$ cat config.mk
export PLATFORM = sky130hd
export DESIGN_NAME = pipe_stage_reg_flat
export DESIGN_NICKNAME = d
export VERILOG_FILES = /design/src/rtl/pipe_stage_reg_if.sv /design/src/rtl/pipe_stage_reg.sv /design/src/flat_wrapper.sv
export SDC_FILE = /design/constraint.sdc
export NUM_CORES = 1
export LEC_CHECK = 0
export ABC_AREA = 1
export CORE_MARGIN = 8
export CORE_UTILIZATION = 54
export CTS_BUF_LIST = sky130_fd_sc_hd__clkbuf_2
export DETAILED_ROUTE_END_ITERATION = 8
export HOLD_SLACK_MARGIN = 0.08
export PLACE_DENSITY_LB_ADDON = 0.15
export SLEW_MARGIN = 20
export SYNTH_ARGS = -nofsm -noshare
export SYNTH_HDL_FRONTEND = slang
export SYNTH_SLANG_ARGS = --single-unit
export TNS_END_PERCENT = 50
$ cat constraint.sdc
create_clock -name clock -period 2.1 [get_ports clock]
set_input_delay 0.42 -clock clock [delete_from_list [all_inputs] [get_ports clock]]
set_output_delay 0.42 -clock clock [all_outputs]
set_load 0.02 [all_outputs]
$ cat src/rtl/pipe_stage_reg_if.sv
// Handshake bundle between two pipeline stages: upstream word/valid/ready,
// downstream held word/valid/ready, plus the observability outputs.
interface pipe_stage_reg_if #(
    parameter int INSTR_W  = 20,
    parameter int OPCODE_W = 4,
    parameter int CNT_W    = 16
);
    logic                in_valid;
    logic                in_ready;
    logic [OPCODE_W-1:0] opcode;
    logic [INSTR_W-1:0]  instruction;
    logic                out_valid;
    logic                out_ready;
    logic [INSTR_W-1:0]  data_out;
    logic [OPCODE_W-1:0] opcode_out;
    logic [INSTR_W-1:0]  instr_passthru;
    logic [1:0]          occupancy;
    logic [CNT_W-1:0]    stall_count;

    modport master (
        output in_valid, opcode, instruction, out_ready,
        input  in_ready, out_valid, data_out, opcode_out,
               instr_passthru, occupancy, stall_count
    );

    modport slave (
        input  in_valid, opcode, instruction, out_ready,
        output in_ready, out_valid, data_out, opcode_out,
               instr_passthru, occupancy, stall_count
    );
endinterface

$ cat src/rtl/pipe_stage_reg.sv
// Inter-stage pipeline register with a two-entry skid buffer, flush squash and a
// saturating stall counter; in_ready is registered so it never depends on out_ready.
module pipe_stage_reg #(
    parameter int INSTR_W  = 20,
    parameter int OPCODE_W = 4,
    parameter int CNT_W    = 16
) (
    input logic           clock,
    input logic           reset,
    input logic           flush,
    pipe_stage_reg_if.slave bus
);
    typedef enum logic [1:0] {
        EMPTY = 2'd0,
        ONE   = 2'd1,
        FULL  = 2'd2
    } occ_e;

    localparam logic [CNT_W-1:0] CNT_MAX = {CNT_W{1'b1}};
    localparam logic [CNT_W-1:0] CNT_ONE = {{(CNT_W-1){1'b0}}, 1'b1};

    occ_e                state_q, state_d;
    logic                in_ready_q, in_ready_d;
    logic                main_valid_q, main_valid_d;
    logic [INSTR_W-1:0]  main_data_q, main_data_d;
    logic [OPCODE_W-1:0] main_op_q, main_op_d;
    logic                skid_valid_q, skid_valid_d;
    logic [INSTR_W-1:0]  skid_data_q, skid_data_d;
    logic [OPCODE_W-1:0] skid_op_q, skid_op_d;
    logic [CNT_W-1:0]    stall_q, stall_d;
    logic                accept_s;
    logic                fire_s;

    // Next-state for storage, occupancy and stall counter
    always_comb begin
        accept_s     = bus.in_valid & in_ready_q;
        fire_s       = main_valid_q & bus.out_ready;
        main_valid_d = main_valid_q;
        main_data_d  = main_data_q;
        main_op_d    = main_op_q;
        skid_valid_d = skid_valid_q;
        skid_data_d  = skid_data_q;
        skid_op_d    = skid_op_q;

        if (flush) begin
            main_valid_d = 1'b0;
            main_data_d  = {INSTR_W{1'b0}};
            main_op_d    = {OPCODE_W{1'b0}};
            skid_valid_d = 1'b0;
            skid_data_d  = {INSTR_W{1'b0}};
            skid_op_d    = {OPCODE_W{1'b0}};
        end else begin
            case (state_q)
                EMPTY: begin
                    if (accept_s) begin
                        main_valid_d = 1'b1;
                        main_data_d  = bus.instruction;
                        main_op_d    = bus.opcode;
                    end else begin
                        main_valid_d = 1'b0;
                    end
                end
                ONE: begin
                    case ({accept_s, fire_s})
                        2'b11: begin
                            main_data_d = bus.instruction;
                            main_op_d   = bus.opcode;
                        end
                        2'b10: begin
                            skid_valid_d = 1'b1;
                            skid_data_d  = bus.instruction;
                            skid_op_d    = bus.opcode;
                        end
                        // Consumed with nothing behind it: drive the NOP bubble
                        2'b01: begin
                            main_valid_d = 1'b0;
                            main_data_d  = {INSTR_W{1'b0}};
                            main_op_d    = {OPCODE_W{1'b0}};
                        end
                        default: begin
                            main_valid_d = 1'b1;
                        end
                    endcase
                end
                FULL: begin
                    if (fire_s) begin
                        main_data_d  = skid_data_q;
                        main_op_d    = skid_op_q;
                        skid_valid_d = 1'b0;
                        skid_data_d  = {INSTR_W{1'b0}};
                        skid_op_d    = {OPCODE_W{1'b0}};
                    end else begin
                        skid_valid_d = 1'b1;
                    end
                end
                default: begin
                    main_valid_d = 1'b0;
                    main_data_d  = {INSTR_W{1'b0}};
                    main_op_d    = {OPCODE_W{1'b0}};
                    skid_valid_d = 1'b0;
                    skid_data_d  = {INSTR_W{1'b0}};
                    skid_op_d    = {OPCODE_W{1'b0}};
                end
            endcase
        end

        if (skid_valid_d) begin
            state_d = FULL;
        end else if (main_valid_d) begin
            state_d = ONE;
        end else begin
            state_d = EMPTY;
        end
        in_ready_d = ~skid_valid_d;

        if (main_valid_q && !bus.out_ready && (stall_q != CNT_MAX)) begin
            stall_d = stall_q + CNT_ONE;
        end else begin
            stall_d = stall_q;
        end
    end

    // State registers with synchronous reset
    always_ff @(posedge clock) begin
        if (reset) begin
            state_q      <= EMPTY;
            in_ready_q   <= 1'b1;
            main_valid_q <= 1'b0;
            main_data_q  <= {INSTR_W{1'b0}};
            main_op_q    <= {OPCODE_W{1'b0}};
            skid_valid_q <= 1'b0;
            skid_data_q  <= {INSTR_W{1'b0}};
            skid_op_q    <= {OPCODE_W{1'b0}};
            stall_q      <= {CNT_W{1'b0}};
        end else begin
            state_q      <= state_d;
            in_ready_q   <= in_ready_d;
            main_valid_q <= main_valid_d;
            main_data_q  <= main_data_d;
            main_op_q    <= main_op_d;
            skid_valid_q <= skid_valid_d;
            skid_data_q  <= skid_data_d;
            skid_op_q    <= skid_op_d;
            stall_q      <= stall_d;
        end
    end

    assign bus.in_ready       = in_ready_q;
    assign bus.out_valid      = main_valid_q;
    assign bus.data_out       = main_data_q;
    assign bus.opcode_out     = main_op_q;
    assign bus.occupancy      = state_q;
    assign bus.stall_count    = stall_q;
    assign bus.instr_passthru = bus.instruction;
endmodule
$ cat src/flat_wrapper.sv
// flat-port wrapper written by rule: the top's interface ports become plain ports
module pipe_stage_reg_flat 
#(
    parameter int INSTR_W  = 20,
    parameter int OPCODE_W = 4,
    parameter int CNT_W    = 16
)
  (clock, reset, flush, bus_in_valid, bus_opcode, bus_instruction, bus_out_ready, bus_in_ready, bus_out_valid, bus_data_out, bus_opcode_out, bus_instr_passthru, bus_occupancy, bus_stall_count);
  pipe_stage_reg_if #(.INSTR_W(INSTR_W), .OPCODE_W(OPCODE_W), .CNT_W(CNT_W)) bus_i ();
  input logic clock;
  input logic reset;
  input logic flush;
  input wire logic [$bits(bus_i.in_valid)-1:0] bus_in_valid;
  input wire logic [$bits(bus_i.opcode)-1:0] bus_opcode;
  input wire logic [$bits(bus_i.instruction)-1:0] bus_instruction;
  input wire logic [$bits(bus_i.out_ready)-1:0] bus_out_ready;
  output wire logic [$bits(bus_i.in_ready)-1:0] bus_in_ready;
  output wire logic [$bits(bus_i.out_valid)-1:0] bus_out_valid;
  output wire logic [$bits(bus_i.data_out)-1:0] bus_data_out;
  output wire logic [$bits(bus_i.opcode_out)-1:0] bus_opcode_out;
  output wire logic [$bits(bus_i.instr_passthru)-1:0] bus_instr_passthru;
  output wire logic [$bits(bus_i.occupancy)-1:0] bus_occupancy;
  output wire logic [$bits(bus_i.stall_count)-1:0] bus_stall_count;
  assign bus_i.in_valid = bus_in_valid;
  assign bus_i.opcode = bus_opcode;
  assign bus_i.instruction = bus_instruction;
  assign bus_i.out_ready = bus_out_ready;
  assign bus_in_ready = bus_i.in_ready;
  assign bus_out_valid = bus_i.out_valid;
  assign bus_data_out = bus_i.data_out;
  assign bus_opcode_out = bus_i.opcode_out;
  assign bus_instr_passthru = bus_i.instr_passthru;
  assign bus_occupancy = bus_i.occupancy;
  assign bus_stall_count = bus_i.stall_count;
  pipe_stage_reg #(.INSTR_W(INSTR_W), .OPCODE_W(OPCODE_W), .CNT_W(CNT_W)) u_core (.clock(clock), .reset(reset), .flush(flush), .bus(bus_i));
endmodule
==> results.txt, run 1 <==
status - finished clean
hold_buf cts - 0
Die Span X - 96.88 microns
post-synth top area share - 0.3854
Seq/Total Area, Yosys - 0.3854
Psw - 750.3 uW
internal cell power - 2.023 mW
CTS tree - done
most common cell after layout, fill and taps aside - nand2_1
Seq cells post-synth - 68
WL/cell - 13.62 microns
layout cell share with drive strength beyond 1 - 0.08717
switching share of power - 0.2705
reg2reg end - u_core.bus.stall_count[4]
xor and xnor area share after synthesis - 0.01488
Simple-Gate Fraction of Synth Area - 0.3394
Slew headroom - 0.6824
Hold Path Class - reg -> reg
Critical Path Source - bus_instruction[12]
r2r startpoint - u_core.bus.stall_count[1]
crit-path leading delay family - buffers and inverters
Vias/cell - 5.320
main area contributors after synthesis - dfxtp_1 39%, nand2_1 17%, nand3_1 9.6%
synth-to-layout area growth - 29.51%
TritonCTS buffer count - 9
clk_lat worst skew - 0.51 ns
DIE AREA - 9385 sq um
crit-path max FO - 4
final WL - 9.331 mm
Hold Vio Cnt, Final - 0
CP Class - in -> out
Pwr Total - 2.774 mW
Post-Synth Adder-Cell Area - 0.003542
Pins Over Slew Limit - 0
main combinational cell family by area after synthesis - simple AND/OR/NAND/NOR gates
Synth Cell Area - 3532 sq um
core box area - 6350 sq um
first-pass GRT wire length - 15.91 mm
slowest cell on the critical path - clkdlybuf4s50_1
Final nets - 633
antenna cells - 0
via count - 3644
arrival time at the worst endpoint - 1.60 ns
Min Clock Period, post-route - 2.024 ns
Worst-Margin Slew - 0.4764 ns
Worst Setup Start Kind - primary input
Max Cap Viol - 0
Max stage delay on crit path - 0.64 ns
Clk pwr share - 0.357
crit path to - bus_instr_passthru[12]
clock slew at reported path FFs - 0.21 ns
postcts setup bufs - 0
Worst Setup End Kind - output pin
largest net degree at the start of global routing - 25
most frequent cells in the layout - 160 x nand2_1, 87 x clkdlybuf4s50_1, 68 x nand3_1
die span in y - 96.88 microns
mux cell area share after synthesis - 0
area leader, netlist - dfxtp_1
FF-to-FF path depth - 7
Syn. warnings - 0
Starting Density - 0.5563
post-synthesis compound-gate area fraction - 0.1275
ANT nets after route - 0
setup violators final - 0
flop-to-flop setup slack - 0.42 ns
syn_area_per_cell - 6.715 sq um
vias in the first global route - 3475
Max VDD drop - 521.9 uV
Netlist cell types - 23
RSZ-0062 raised after global routing - false
row cnt - 29
root buf cell - clkbuf_2
routability cong. - 0.8279
combinational share of power - 0.162
Cell Chain, Critical Path - clkdlybuf4s50_1 -> clkdlybuf4s50_1
Bufs and invs on worst path - 2
skew final - 0.02634 ns
initial drt markers - 172
Reg power frac - 0.480
finished layout cell area - 4574 sq um
Tcrit/Tclk final - 0.9640
Worst path depth - 2
CTS resizes - 3
port buffer count - 92
Worst EP required - 1.68 ns
Syn Nets - 556
initial antenna violation count - 0
I/O Pins - 93
final hold slack - 0.4777 ns
HPWL after detailed placement - 6.593 mm
Critical Path Most Common Cell - clkdlybuf4s50_1
Total GRT Usage - 0.1972
final core utilization - 0.7204
Power Dens Cells - 606.4 nW/um^2
# H-tree levels - 3
Cell Area, Placed - 4402 sq um
total grt overflow - 0
fmax - 494.0 MHz
post-synthesis instance total - 526
Setup TNS Final - 0 ns
# DRC - 0
P_leak - 1.804 nW
Sink Count - 68
Max clock buf depth - 2
DR pass1 iterations - 5
-- cells by family (layout without fill, tap and decap cells) --
logic type               after synthesis  after routing
flip-flops                            68             68
buffers and inverters                 84            166
XOR/XNOR                               6              6
AND/OR/NAND/NOR                      286            286
adder cells (fa/ha/maj)                1              1
AO/OA/AOI/OAI                         81             81
-- final cells by class --
| cell class | count | area, sq um |
|---|---|---|
| well taps | 77 | 96.34 |
| flip-flops and latches | 68 | 1366 |
| repair buffers | 113 | 1096 |
| fillers | 512 | 1775 |
| multi-input cells | 374 | 1718 |
| clock buffers | 9 | 45.04 |
| inverters | 37 | 138.9 |
| clock inverters | 7 | 113.9 |
-- cells in the mapped netlist, drive strengths merged --
cell,count
buf,41
nor2,53
o21ai,17
o211ai,9
clkbuf,6
inv,37
nand2,160
xnor2,3
nand4,5
nand3,68
a21oi,55
ha,1
xor2,3
dfxtp,68
-- power by group through the flow --
| stage | sequential, mW | clock [mW] | combinational [mW] |
|---|---|---|---|
| detailed placement | 1.36 | 0 | 0.451 |
| floorplan | 1.38 | 0 | 0.253 |
| global route | 1.34 | 1.06 | 0.496 |
| finish | 1.33 | 0.991 | 0.450 |
| CTS | 1.33 | 1.00 | 0.453 |
| global placement | 1.36 | 0 | 0.445 |
-- registers in the layout, indices dropped and copies added, names as in the netlist --
signal	cells
u_core.bus.data_out	20
u_core.skid_data_q	20
u_core.bus.stall_count	16
u_core.bus.opcode_out	4
u_core.skid_op_q	4
u_core.bus.occupancy	2
u_core.bus.in_ready	1
u_core.bus.out_valid	1
-- layer usage --
metal / vias to the layer above / routed length (microns) / GRT usage / part of all wire
li1: 1827 / - / - / -
met1: 1673 / 4064 / 0.2272 / 0.44
met2: 132 / 4557 / 0.3344 / 0.49
met3: 12 / 559 / 0.04339 / 0.060
met4: 0 / 150 / 0.1006 / 0.016
met5: - / 0 / 0 / 0
-- worst min path at each step --
stage	start	to	slack, ns	depth (start not counted)
finish	u_core.bus.data_out[1]	u_core.bus.data_out[1]	0.48	2
global placement	u_core.skid_data_q[19]	u_core.skid_data_q[19]	0.45	2
floorplan	u_core.skid_data_q[0]	u_core.skid_data_q[0]	0.44	2
detailed placement	u_core.skid_data_q[19]	u_core.skid_data_q[19]	0.45	2
CTS	u_core.skid_data_q[0]	u_core.skid_data_q[0]	0.48	2
global route	u_core.skid_data_q[3]	u_core.skid_data_q[3]	0.49	2
-- per-stage QoR --
stage,std cells,setup slack (ns)
6_report,685,0.07557
5_1_grt,685,0.007601
4_1_cts,685,0.01198
3_5_place_dp,669,0.07622
3_3_place_gp,669,0.08304
2_1_floorplan,526,0.5530
Power figures use the tool's default switching activity.
==> run 2, diff against run 1 <==
CORE_ASPECT_RATIO = 1.5   (was not set)
==> run 2 against run 1 <==
  * Core utilization down 1.1 points
  * Die area up 0.57%
  * Power down 8.9%
  * Clock power down 25%
  * Routed wire length up 0.49%
  * Global-route usage up 0.44 points
  * Register-to-register slack better by 0.02 ns
  * Critical endpoint is now bus_instr_passthru[2]
==> results.txt, run 2 (same netlist as run 1, synthesis figures left out) <==
postcts setup bufs - 0
fmax - 488.6 MHz
Max VDD drop - 391.8 uV
largest net degree at the start of global routing - 40
clock slew at reported path FFs - 0.17 ns
Worst-Margin Slew - 0.4343 ns
Max Cap Viol - 0
Pins Over Slew Limit - 0
crit-path leading delay family - buffers and inverters
hold_buf cts - 0
DR pass1 iterations - 6
CP Class - in -> out
Starting Density - 0.5522
Worst Setup End Kind - output pin
layout cell share with drive strength beyond 1 - 0.09195
Sink Count - 68
initial drt markers - 286
# DRC - 0
CTS resizes - 0
I/O Pins - 93
via count - 3678
Bufs and invs on worst path - 2
Vias/cell - 5.369
final WL - 9.377 mm
Max clock buf depth - 2
initial antenna violation count - 0
Critical Path Most Common Cell - clkdlybuf4s50_1
most common cell after layout, fill and taps aside - nand2_1
first-pass GRT wire length - 15.34 mm
clk_lat worst skew - 0.51 ns
most frequent cells in the layout - 160 x nand2_1, 89 x clkdlybuf4s50_1, 68 x nand3_1
flop-to-flop setup slack - 0.44 ns
Final nets - 634
DIE AREA - 9439 sq um
root buf cell - clkbuf_2
arrival time at the worst endpoint - 1.63 ns
ANT nets after route - 0
Setup TNS Final - 0 ns
crit-path max FO - 4
P_leak - 1.773 nW
Max stage delay on crit path - 0.65 ns
RSZ-0062 raised after global routing - false
Power Dens Cells - 557.2 nW/um^2
Total GRT Usage - 0.2016
skew final - 0.03213 ns
Cell Chain, Critical Path - clkdlybuf4s50_1 -> clkdlybuf4s50_1
HPWL after detailed placement - 6.764 mm
port buffer count - 92
Hold Path Class - reg -> reg
synth-to-layout area growth - 28.41%
Die Span X - 82.04 microns
setup violators final - 0
Worst EP required - 1.68 ns
die span in y - 115.1 microns
WL/cell - 13.69 microns
TritonCTS buffer count - 9
final core utilization - 0.7091
# H-tree levels - 3
CTS tree - done
vias in the first global route - 3477
total grt overflow - 0
core box area - 6396 sq um
row cnt - 36
slowest cell on the critical path - clkdlybuf4s50_1
antenna cells - 0
status - finished clean
Min Clock Period, post-route - 2.047 ns
Hold Vio Cnt, Final - 0
Tcrit/Tclk final - 0.9747
Worst Setup Start Kind - primary input
routability cong. - 0.8329
Slew headroom - 0.7105
[run 2: cell types whose count changed in the layout (fill, tap and decap cells not counted), moves of 2 or more]
cell,change
bufinv_16,-2
clkdlybuf4s50_1,+2
clkinv_2,+2
dfxtp_1,-2
dfxtp_2,+2
dlygate4sd2_1,-2
[run 2: report_power, final]
part           total (mW)  switching, mW  internal, mW
Clock               0.740          0.472         0.268
Sequential           1.33         0.0161          1.32
Combinational       0.454          0.255         0.199
Total                2.53          0.743          1.78
[run 2: layout make-up]
cell class / count / area [sq um]
repair buffers: 114 / 1106
clock buffers: 9 / 45.04
fillers: 569 / 1861
clock inverters: 7 / 67.56
flip-flops and latches: 68 / 1369
well taps: 76 / 95.09
multi-input cells: 374 / 1714
inverters: 37 / 138.9
[run 2: final timing paths]
kind / endpoint / from / depth (start not counted)
worst min-delay path: u_core.skid_data_q[12] / u_core.skid_data_q[12] / 2
worst max-delay path: bus_instr_passthru[2] / bus_instruction[2] / 2
worst min register to register: u_core.skid_data_q[12] / u_core.skid_data_q[12] / 2
worst max register to register: u_core.bus.stall_count[9] / u_core.bus.stall_count[0] / 8
[run 2: metrics by stage]
stage / area [sq um] / hold WS (ns) / total power [mW] / std cells / setup WS, ns
global placement: 4408 / 0.4515 / 1.806 / 669 / 0.03898
CTS: 4521 / 0.4770 / 2.541 / 685 / 0.002654
global route: 4536 / 0.4906 / 2.643 / 685 / 0.01102
detailed placement: 4408 / 0.4551 / 1.813 / 669 / 0.04346
floorplan: 3532 / 0.4443 / 1.635 / 526 / 0.5530
finish: 4536 / 0.4766 / 2.527 / 685 / 0.05317
[run 2: layer usage]
metal / track usage / vias to the layer above / part of all wire
met5: 0 / - / 0
met4: 0.1188 / 0 / 0.038
met3: 0.04225 / 34 / 0.083
met2: 0.3499 / 140 / 0.49
met1: 0.2148 / 1666 / 0.39
li1: - / 1838 / -
